File: config.mk
export PLATFORM = sky130hd
export DESIGN_NAME = alu_exec_stage
export DESIGN_NICKNAME = d
export VERILOG_FILES = /design/src/rtl/alu_exec_stage.sv
export SDC_FILE = /design/constraint.sdc
export NUM_CORES = 1
export LEC_CHECK = 0
export ABC_AREA = 1
export CORE_ASPECT_RATIO = 1.2
export CORE_UTILIZATION = 50
export CTS_CLUSTER_SIZE = 28
export DETAILED_ROUTE_END_ITERATION = 10
export PLACE_DENSITY = 0.72
export SLEW_MARGIN = 15
export SYNTH_ARGS = -nofsm -noshare
export SYNTH_HDL_FRONTEND = slang
export SYNTH_SLANG_ARGS = --single-unit
export TNS_END_PERCENT = 50
File: constraint.sdc
create_clock -name clk -period 2.6 [get_ports clk]
set_input_delay 0.39 -clock clk [delete_from_list [all_inputs] [get_ports clk]]
set_output_delay 0.39 -clock clk [all_outputs]
set_load 0.02 [all_outputs]
File: src/rtl/alu_exec_stage.sv
// Registered ALU execute stage with a one-entry skid buffer and valid/ready handshakes.
// Define ALU_EXEC_OVF_EN to build the signed-overflow flag; otherwise ovf is tied to 0.
module alu_exec_stage #(
    parameter int WIDTH = 32
) (
    input  logic             clk,
    input  logic             rst,
    input  logic             in_valid,
    output logic             in_ready,
    input  logic [2:0]       op,
    input  logic [WIDTH-1:0] a,
    input  logic [WIDTH-1:0] b,
    output logic             out_valid,
    input  logic             out_ready,
    output logic [WIDTH-1:0] result,
    output logic             zero,
    output logic             ovf
);

    localparam logic [2:0] OP_NOTHING = 3'b000;
    localparam logic [2:0] OP_ADD     = 3'b001;
    localparam logic [2:0] OP_SUB     = 3'b010;
    localparam logic [2:0] OP_AND     = 3'b011;
    localparam logic [2:0] OP_OR      = 3'b100;
    localparam logic [2:0] OP_SLT     = 3'b101;

    typedef enum logic [1:0] {
        S_EMPTY = 2'd0,
        S_ONE   = 2'd1,
        S_TWO   = 2'd2
    } state_e;

    state_e state_q, state_d;

    logic [WIDTH-1:0] alu_res;
    logic             alu_zero;

    logic [WIDTH-1:0] out_res_q, out_res_d;
    logic             out_zero_q, out_zero_d;
    logic [WIDTH-1:0] skid_res_q, skid_res_d;
    logic             skid_zero_q, skid_zero_d;

    logic in_xfer;
    logic out_xfer;
    logic load_out_new;
    logic load_skid;
    logic move_skid;

    // ALU proper
    always_comb begin
        alu_res = '0;
        case (op)
            OP_NOTHING: alu_res = '0;
            OP_ADD:     alu_res = a + b;
            OP_SUB:     alu_res = a - b;
            OP_AND:     alu_res = a & b;
            OP_OR:      alu_res = a | b;
            OP_SLT:     alu_res = {{(WIDTH-1){1'b0}}, ($signed(a) < $signed(b))};
            default:    alu_res = '0;
        endcase
    end

    assign alu_zero = (alu_res == '0);

    // Handshake: in_ready is a pure function of state so it never loops back from out_ready.
    assign in_ready  = (state_q != S_TWO);
    assign out_valid = (state_q != S_EMPTY);
    assign in_xfer   = in_valid && in_ready;
    assign out_xfer  = out_valid && out_ready;

    always_comb begin
        state_d      = state_q;
        load_out_new = 1'b0;
        load_skid    = 1'b0;
        move_skid    = 1'b0;
        case (state_q)
            S_EMPTY: begin
                if (in_xfer) begin
                    load_out_new = 1'b1;
                    state_d      = S_ONE;
                end
            end
            S_ONE: begin
                if (in_xfer && out_xfer) begin
                    load_out_new = 1'b1;
                    state_d      = S_ONE;
                end else if (out_xfer) begin
                    state_d = S_EMPTY;
                end else if (in_xfer) begin
                    load_skid = 1'b1;
                    state_d   = S_TWO;
                end
            end
            S_TWO: begin
                if (out_xfer) begin
                    move_skid = 1'b1;
                    state_d   = S_ONE;
                end
            end
            default: state_d = S_EMPTY;
        endcase
    end

    always_comb begin
        out_res_d   = out_res_q;
        out_zero_d  = out_zero_q;
        skid_res_d  = skid_res_q;
        skid_zero_d = skid_zero_q;
        if (load_out_new) begin
            out_res_d  = alu_res;
            out_zero_d = alu_zero;
        end else if (move_skid) begin
            out_res_d  = skid_res_q;
            out_zero_d = skid_zero_q;
        end
        if (load_skid) begin
            skid_res_d  = alu_res;
            skid_zero_d = alu_zero;
        end
    end

    always_ff @(posedge clk or posedge rst) begin
        if (rst) begin
            state_q     <= S_EMPTY;
            out_res_q   <= '0;
            out_zero_q  <= 1'b0;
            skid_res_q  <= '0;
            skid_zero_q <= 1'b0;
        end else begin
            state_q     <= state_d;
            out_res_q   <= out_res_d;
            out_zero_q  <= out_zero_d;
            skid_res_q  <= skid_res_d;
            skid_zero_q <= skid_zero_d;
        end
    end

    assign result = out_res_q;
    assign zero   = out_zero_q;

`ifdef ALU_EXEC_OVF_EN
    logic alu_ovf;
    logic out_ovf_q, out_ovf_d;
    logic skid_ovf_q, skid_ovf_d;

    always_comb begin
        alu_ovf = 1'b0;
        case (op)
            OP_ADD:  alu_ovf = (a[WIDTH-1] == b[WIDTH-1]) && (alu_res[WIDTH-1] != a[WIDTH-1]);
            OP_SUB:  alu_ovf = (a[WIDTH-1] != b[WIDTH-1]) && (alu_res[WIDTH-1] != a[WIDTH-1]);
            default: alu_ovf = 1'b0;
        endcase
    end

    always_comb begin
        out_ovf_d  = out_ovf_q;
        skid_ovf_d = skid_ovf_q;
        if (load_out_new) begin
            out_ovf_d = alu_ovf;
        end else if (move_skid) begin
            out_ovf_d = skid_ovf_q;
        end
        if (load_skid) begin
            skid_ovf_d = alu_ovf;
        end
    end

    always_ff @(posedge clk or posedge rst) begin
        if (rst) begin
            out_ovf_q  <= 1'b0;
            skid_ovf_q <= 1'b0;
        end else begin
            out_ovf_q  <= out_ovf_d;
            skid_ovf_q <= skid_ovf_d;
        end
    end

    assign ovf = out_ovf_q;
`else
    assign ovf = 1'b0;
`endif

endmodule

==> Word-level counts from Yosys, hierarchy flattened <==
Cells that the tools add are included.
Widths: inputs -> output; s select.
{ "word_totals": {"regBits": 68, "inputBits": 71, "output_inout_bits": 36, "word_cells": 48} }
{ "op_classes": {"n_addsub": 2, "order_cmp": 1, "eq_ne": 11, "mux": 19, "bitwise_logic": 2, "n_reduce_logical": 8} }
{ "ops": {"columns": ["cell", "n"], "rows": [
  ["$pmux 32 s5", 1],
  ["$mux 32", 2],
  ["$add 32x32->32", 1],
  ["$and 32x32->32", 1],
  ["$logic_not 32->1", 1],
  ["$lt 32x32->1", 1],
  ["$or 32x32->32", 1],
  ["$sub 32x32->32", 1],
  ["$mux 2", 5],
  ["$mux 1", 9],
  ["$eq 3x2->1 const B", 2],
  ["$eq 3x3->1 const B", 2],
  ["$ne 2x2->1 const B", 3],
  ["$pmux 2 s3", 1],
  ["$ne 4x4->1 const B", 1],
  ["$reduce_bool 2->1", 2],
  ["$eq 3x1->1 const B", 1],
  ["$logic_and 1x1->1", 3],
  ["$reduce_and 3->1", 1],
  ["$eq 2x1->1 const B", 1],
  ["$eq 2x2->1 const B", 1],
  ["$logic_not 2->1", 1],
  ["$pmux 1 s2", 1]
]} }

==> Longest topological paths before layout <==
{ "logic_depth": {"word_depth": 6, "depth_mapped": 25, "depth_no_buf": 24} }

==> Least setup slack after synthesis <==
OpenSTA, ideal clock, no wires.
{ "synth_timing": {"path_kind": "input -> register", "start": "input a[0]", "end": "register out_zero_q, in the netlist zero", "setup_time_ps": 66, "arrival_time_ps": 2319, "required_ps": 2534, "path_slack_ps": 216, "cell_stages": 22, "n_path_buf": 0, "path_cell_list": "inv_1 > ha_1 > fa_1 > inv_1 > nand2_1 > nand2_1 > nand3_1 > nand2_1 > nand2_1 > nand2_1 > nand2_1 > nand2_1 > nand2_1 > nand3_1 > nand3b_1 > nor2_1 > nand2_1 > nor2_1 > nand3_1 > nand2_1 > nand2_1 > nand2_1"} }
{ "synth_between": {"elab_chain_cells": 4, "elab_cells_between_ends": 8, "classes_between": "add/sub (2); order compare (1); mux (2); bitwise (2); reduce/logical (1)"} }
{ "synth_lines": {"columns": ["element", "line_no", "rtl"], "rows": [
  ["start, declared", "11", "input logic [WIDTH-1:0] a,"],
  ["$sub 32x32->32, or another cell as far along", "55", "OP_SUB: alu_res = a - b;"],
  ["$pmux 32 s5 *", "52", "case (op)"],
  ["$logic_not 32->1 *", "63", "assign alu_zero = (alu_res == '0);"],
  ["$mux 1 *", "109", "if (load_out_new) begin"],
  ["end signal, assigned", "132", "out_zero_q <= out_zero_d;"],
  ["end, declared", "39", "logic out_zero_q, out_zero_d;"]
]} }
Every way passes the cells marked *; elsewhere a longest branch is shown, timed or not.
A chain may end at the register's enable or synchronous reset.

==> Worst setup path in the final report <==
{ "layout_timing": {"start": "input a[29]", "end": "register out_zero_q, in the netlist zero"} }
Same word-level chain as after synthesis.

==> flow_summary.ini <==
[timing]
hold_violations = 0
fin_ws_ps = -22.34
clock_skew_ps = 13.78
finalCriticalPeriod_ps = 2622
fmax_mhz = 381.3
fin_crit_sh = 1.009
setup_viol = 2
relSlewSlack = 0.5984
tns_ps = -32.22
timing.final.max_slew_violations = 0
tightest_slew_ps = 598.7

[routing]
drtPass1Iterations = 8
detail-route-antenna-nets = 0
drtIter0Drc = 1111
post-route-drc-count = 0
vias_per_cell = 5.432
wl_per_cell_um = 17.27
finalWirelength_mm = 39.19
vias = 12330

[floorplanning]
core_area_sq_um = 18310
dieWidth_um = 127.1
placementRows = 54
die_h_um = 152.1
start_util = 0.5124
die-area_sq_um = 19320
pin_count = 107

[setup_path]
critPathCaptureType = register
crit_chain = clkdlybuf4s50_1 > inv_1 > ha_4 > o21ai_1 > a21oi_1 > o21ai_2 > a21oi_2 > nand2_1 > nand2_1 > nand2_2 > nand2_2 > nand2_2 > nor2_2 > nand2_1 > nor2_2 > nand3_2 > nand2_1 > nand2_1 > nand2_1
slowest_delay_ps = 480
crit_family = simple AND/OR/NAND/NOR gates
start_kind = input port
worst-path-buf-inv = 2
cp_common_cell = nand2_1
arrival_ps = 2900
cp.required_ps = 2880
crit_path_top_delay_cell = clkdlybuf4s50_1
worstPathMaxFanout = 8
critPathKind = input port to register

[finish]
regArea_sq_um = 1702
utilization = 0.8211
area_delta_synth_final_pct = 60.23
nNetsFinal = 2181
n_fill_cell = 1290
drive_gt1_frac = 0.3986
antenna_cells = 0
multi_input_area_sq_um = 7779

[logic_synthesis]
ys_seq_area_frac = 0.1814
syn_inst = 1627
synthFlopType = dfrtp_1
syn_avg_cell_area_sq_um = 5.767
synth_commonest_cells = nand2_1, inv_1, nand3_1
syn_area_sq_um = 9383
synth_most_common_cell = nand2_1
yosysTopAreaCell = nand2_1
synth_edf_count = 0
yosysTopAreaCellShare = 0.2044
synth_seq_cells = 68
ys_async_sr_fraction = 1.000
synth_fp_nets = 1796
synth.distinct_cells = 37
yosysWarnings = 0
synth.area.top_cells = nand2_1, dfrtp_1, ha_1

[power]
max-vdd-ir-drop_mv = 0.4238
p_sw_uw = 2675
powerDensity_nw_per_um2 = 419.1
seqPwrFrac = 0.239
swShare = 0.4244
combPwrFrac = 0.565
p_leak_uw = 0.007970
clkPwrFrac = 0.196
internal-power_uw = 3627

[global_route]
grt_pass1_wl_mm = 59.64
grt.overflow.total = 0
grt_max_degree = 69
grt_usage = 0.3922
met2_usage = 0.7119
grt.met1_usage = 0.4248
busiest_layer = met2
use_met3 = 0.06232
antenna_found_initial = 0
grt_pass1_vias = 12090

[min_path]
hold_class = input port to asynchronous set/reset pin

[clock_tree]
clk_pin_slew_worst_paths_ps = 70
cts-root-buf = clkbuf_16
cts.sinks = 68
cts_tree = built
htreeDepth = 3
numCtsBuffers = 9
clock_path_buffers = 2
clk_latency_ps = 340

[status]
status = finished, violations left
failed_checks = negative setup slack

[placed_design]
place_congestion = 1.009
portBuffers = 105
dp_hpwl_mm = 29.24

[run]
max-cap-violations = 0
-- final cells by class --
cell class	count	share of cell area
well taps	252	0.02097
clock buffers	9	0.01498
repair buffers	426	0.2428
inverters	341	0.08564
flip-flops and latches	68	0.1132
clock inverters	7	0.004993
multi-input cells	1166	0.5174
-- state kept, by name, summed over array words and instances (netlist names) --
signal and cells:
skid_zero_q 1, state_q 2, skid_res_q 32, result 32, zero 1
-- worst min-delay path, stage by stage --
cell             delay (ps)
clkdlybuf4s50_1         420
inv_2                    80
buf_12                  320
-- kinds of logic after synthesis --
| logic type | after synthesis | share of synthesized area |
|---|---|---|
| compound gates | 193 | 0.1167 |
| fa+ha+maj | 98 | 0.1323 |
| buf+inv | 393 | 0.1703 |
| flops | 68 | 0.1814 |
| other cells | 1 | 0.0003997 |
| simple gates | 874 | 0.3990 |
-- layout by cell type (no fill, tap or decap), types with 17 or more instances in the layout --
cell type / n
a21oi_1: 17
a21oi_2: 29
buf_4: 290
buf_6: 24
clkdlybuf4s50_1: 46
dfrtp_1: 68
dlymetal6s2s_1: 29
ha_1: 57
ha_4: 34
inv_1: 242
inv_2: 92
nand2_1: 404
nand2_2: 105
nand2_4: 18
nand3_1: 118
nand3_2: 27
nor2_1: 68
nor2_2: 48
nor2_4: 46
o211ai_1: 18
o21ai_0: 58
o22ai_1: 28
-- worst paths after layout --
check / endpoint / start / cells past startpoint / slack, ps
worst max-delay path: zero$_DFFE_PP0P_ / a[29] / 19 / -20
worst min-delay path: result[1]$_DFFE_PP0P_ / rst / 3 / 470
worst max register to register: result[2]$_DFFE_PP0P_ / state_q[1]$_DFFE_PP0P_ / 6 / 610
worst min register to register: result[9]$_DFFE_PP0P_ / skid_res_q[9]$_DFFE_PP0P_ / 2 / 490
max in group asynchronous: result[10]$_DFFE_PP0P_ / rst / 3 / 1850
min in group clk: result[9]$_DFFE_PP0P_ / skid_res_q[9]$_DFFE_PP0P_ / 2 / 490
-- what timing repair did --
item | 4_1_cts | 5_1_grt
resized for setup | 318 | 273
setup buffers | 28 | 28
hold buffers | 0 | 0
endpoints found under the setup margin | 28 | 16
pin swaps | 84 | 131
gates cloned | 0 | 0
-- per-layer routing --
layer	wire length [um]	up-vias
li1	-	5777
met3	2371	192
met1	14380	5783
met4	2694	0
met5	0	-
met2	19750	573
-- through the flow --
stage                     setup slack, ps  total power (uW)  instance area (sq um)  cells  hold slack, ps
after floorplan                     215.5              3009                   9383   1627           453.4
after global placement             -733.5              4275                  12530   2197           465.6
after detailed placement           -750.2              4336                  12530   2197           472.7
after CTS                          0.4228              5926                  14050   2241           485.6
after global routing               -182.1              6618                  15030   2269           494.7
final                              -22.34              6301                  15030   2269           467.0
-- power groups by stage --
stage / clock network [uW] / registers [uW] / logic (uW)
floorplan: 0 / 1630 / 1380
detailed placement: 0 / 1500 / 2830
global placement: 0 / 1500 / 2780
finish: 1240 / 1500 / 3560
CTS: 1230 / 1490 / 3200
global route: 1280 / 1520 / 3820
Power figures use the tool's default switching activity.
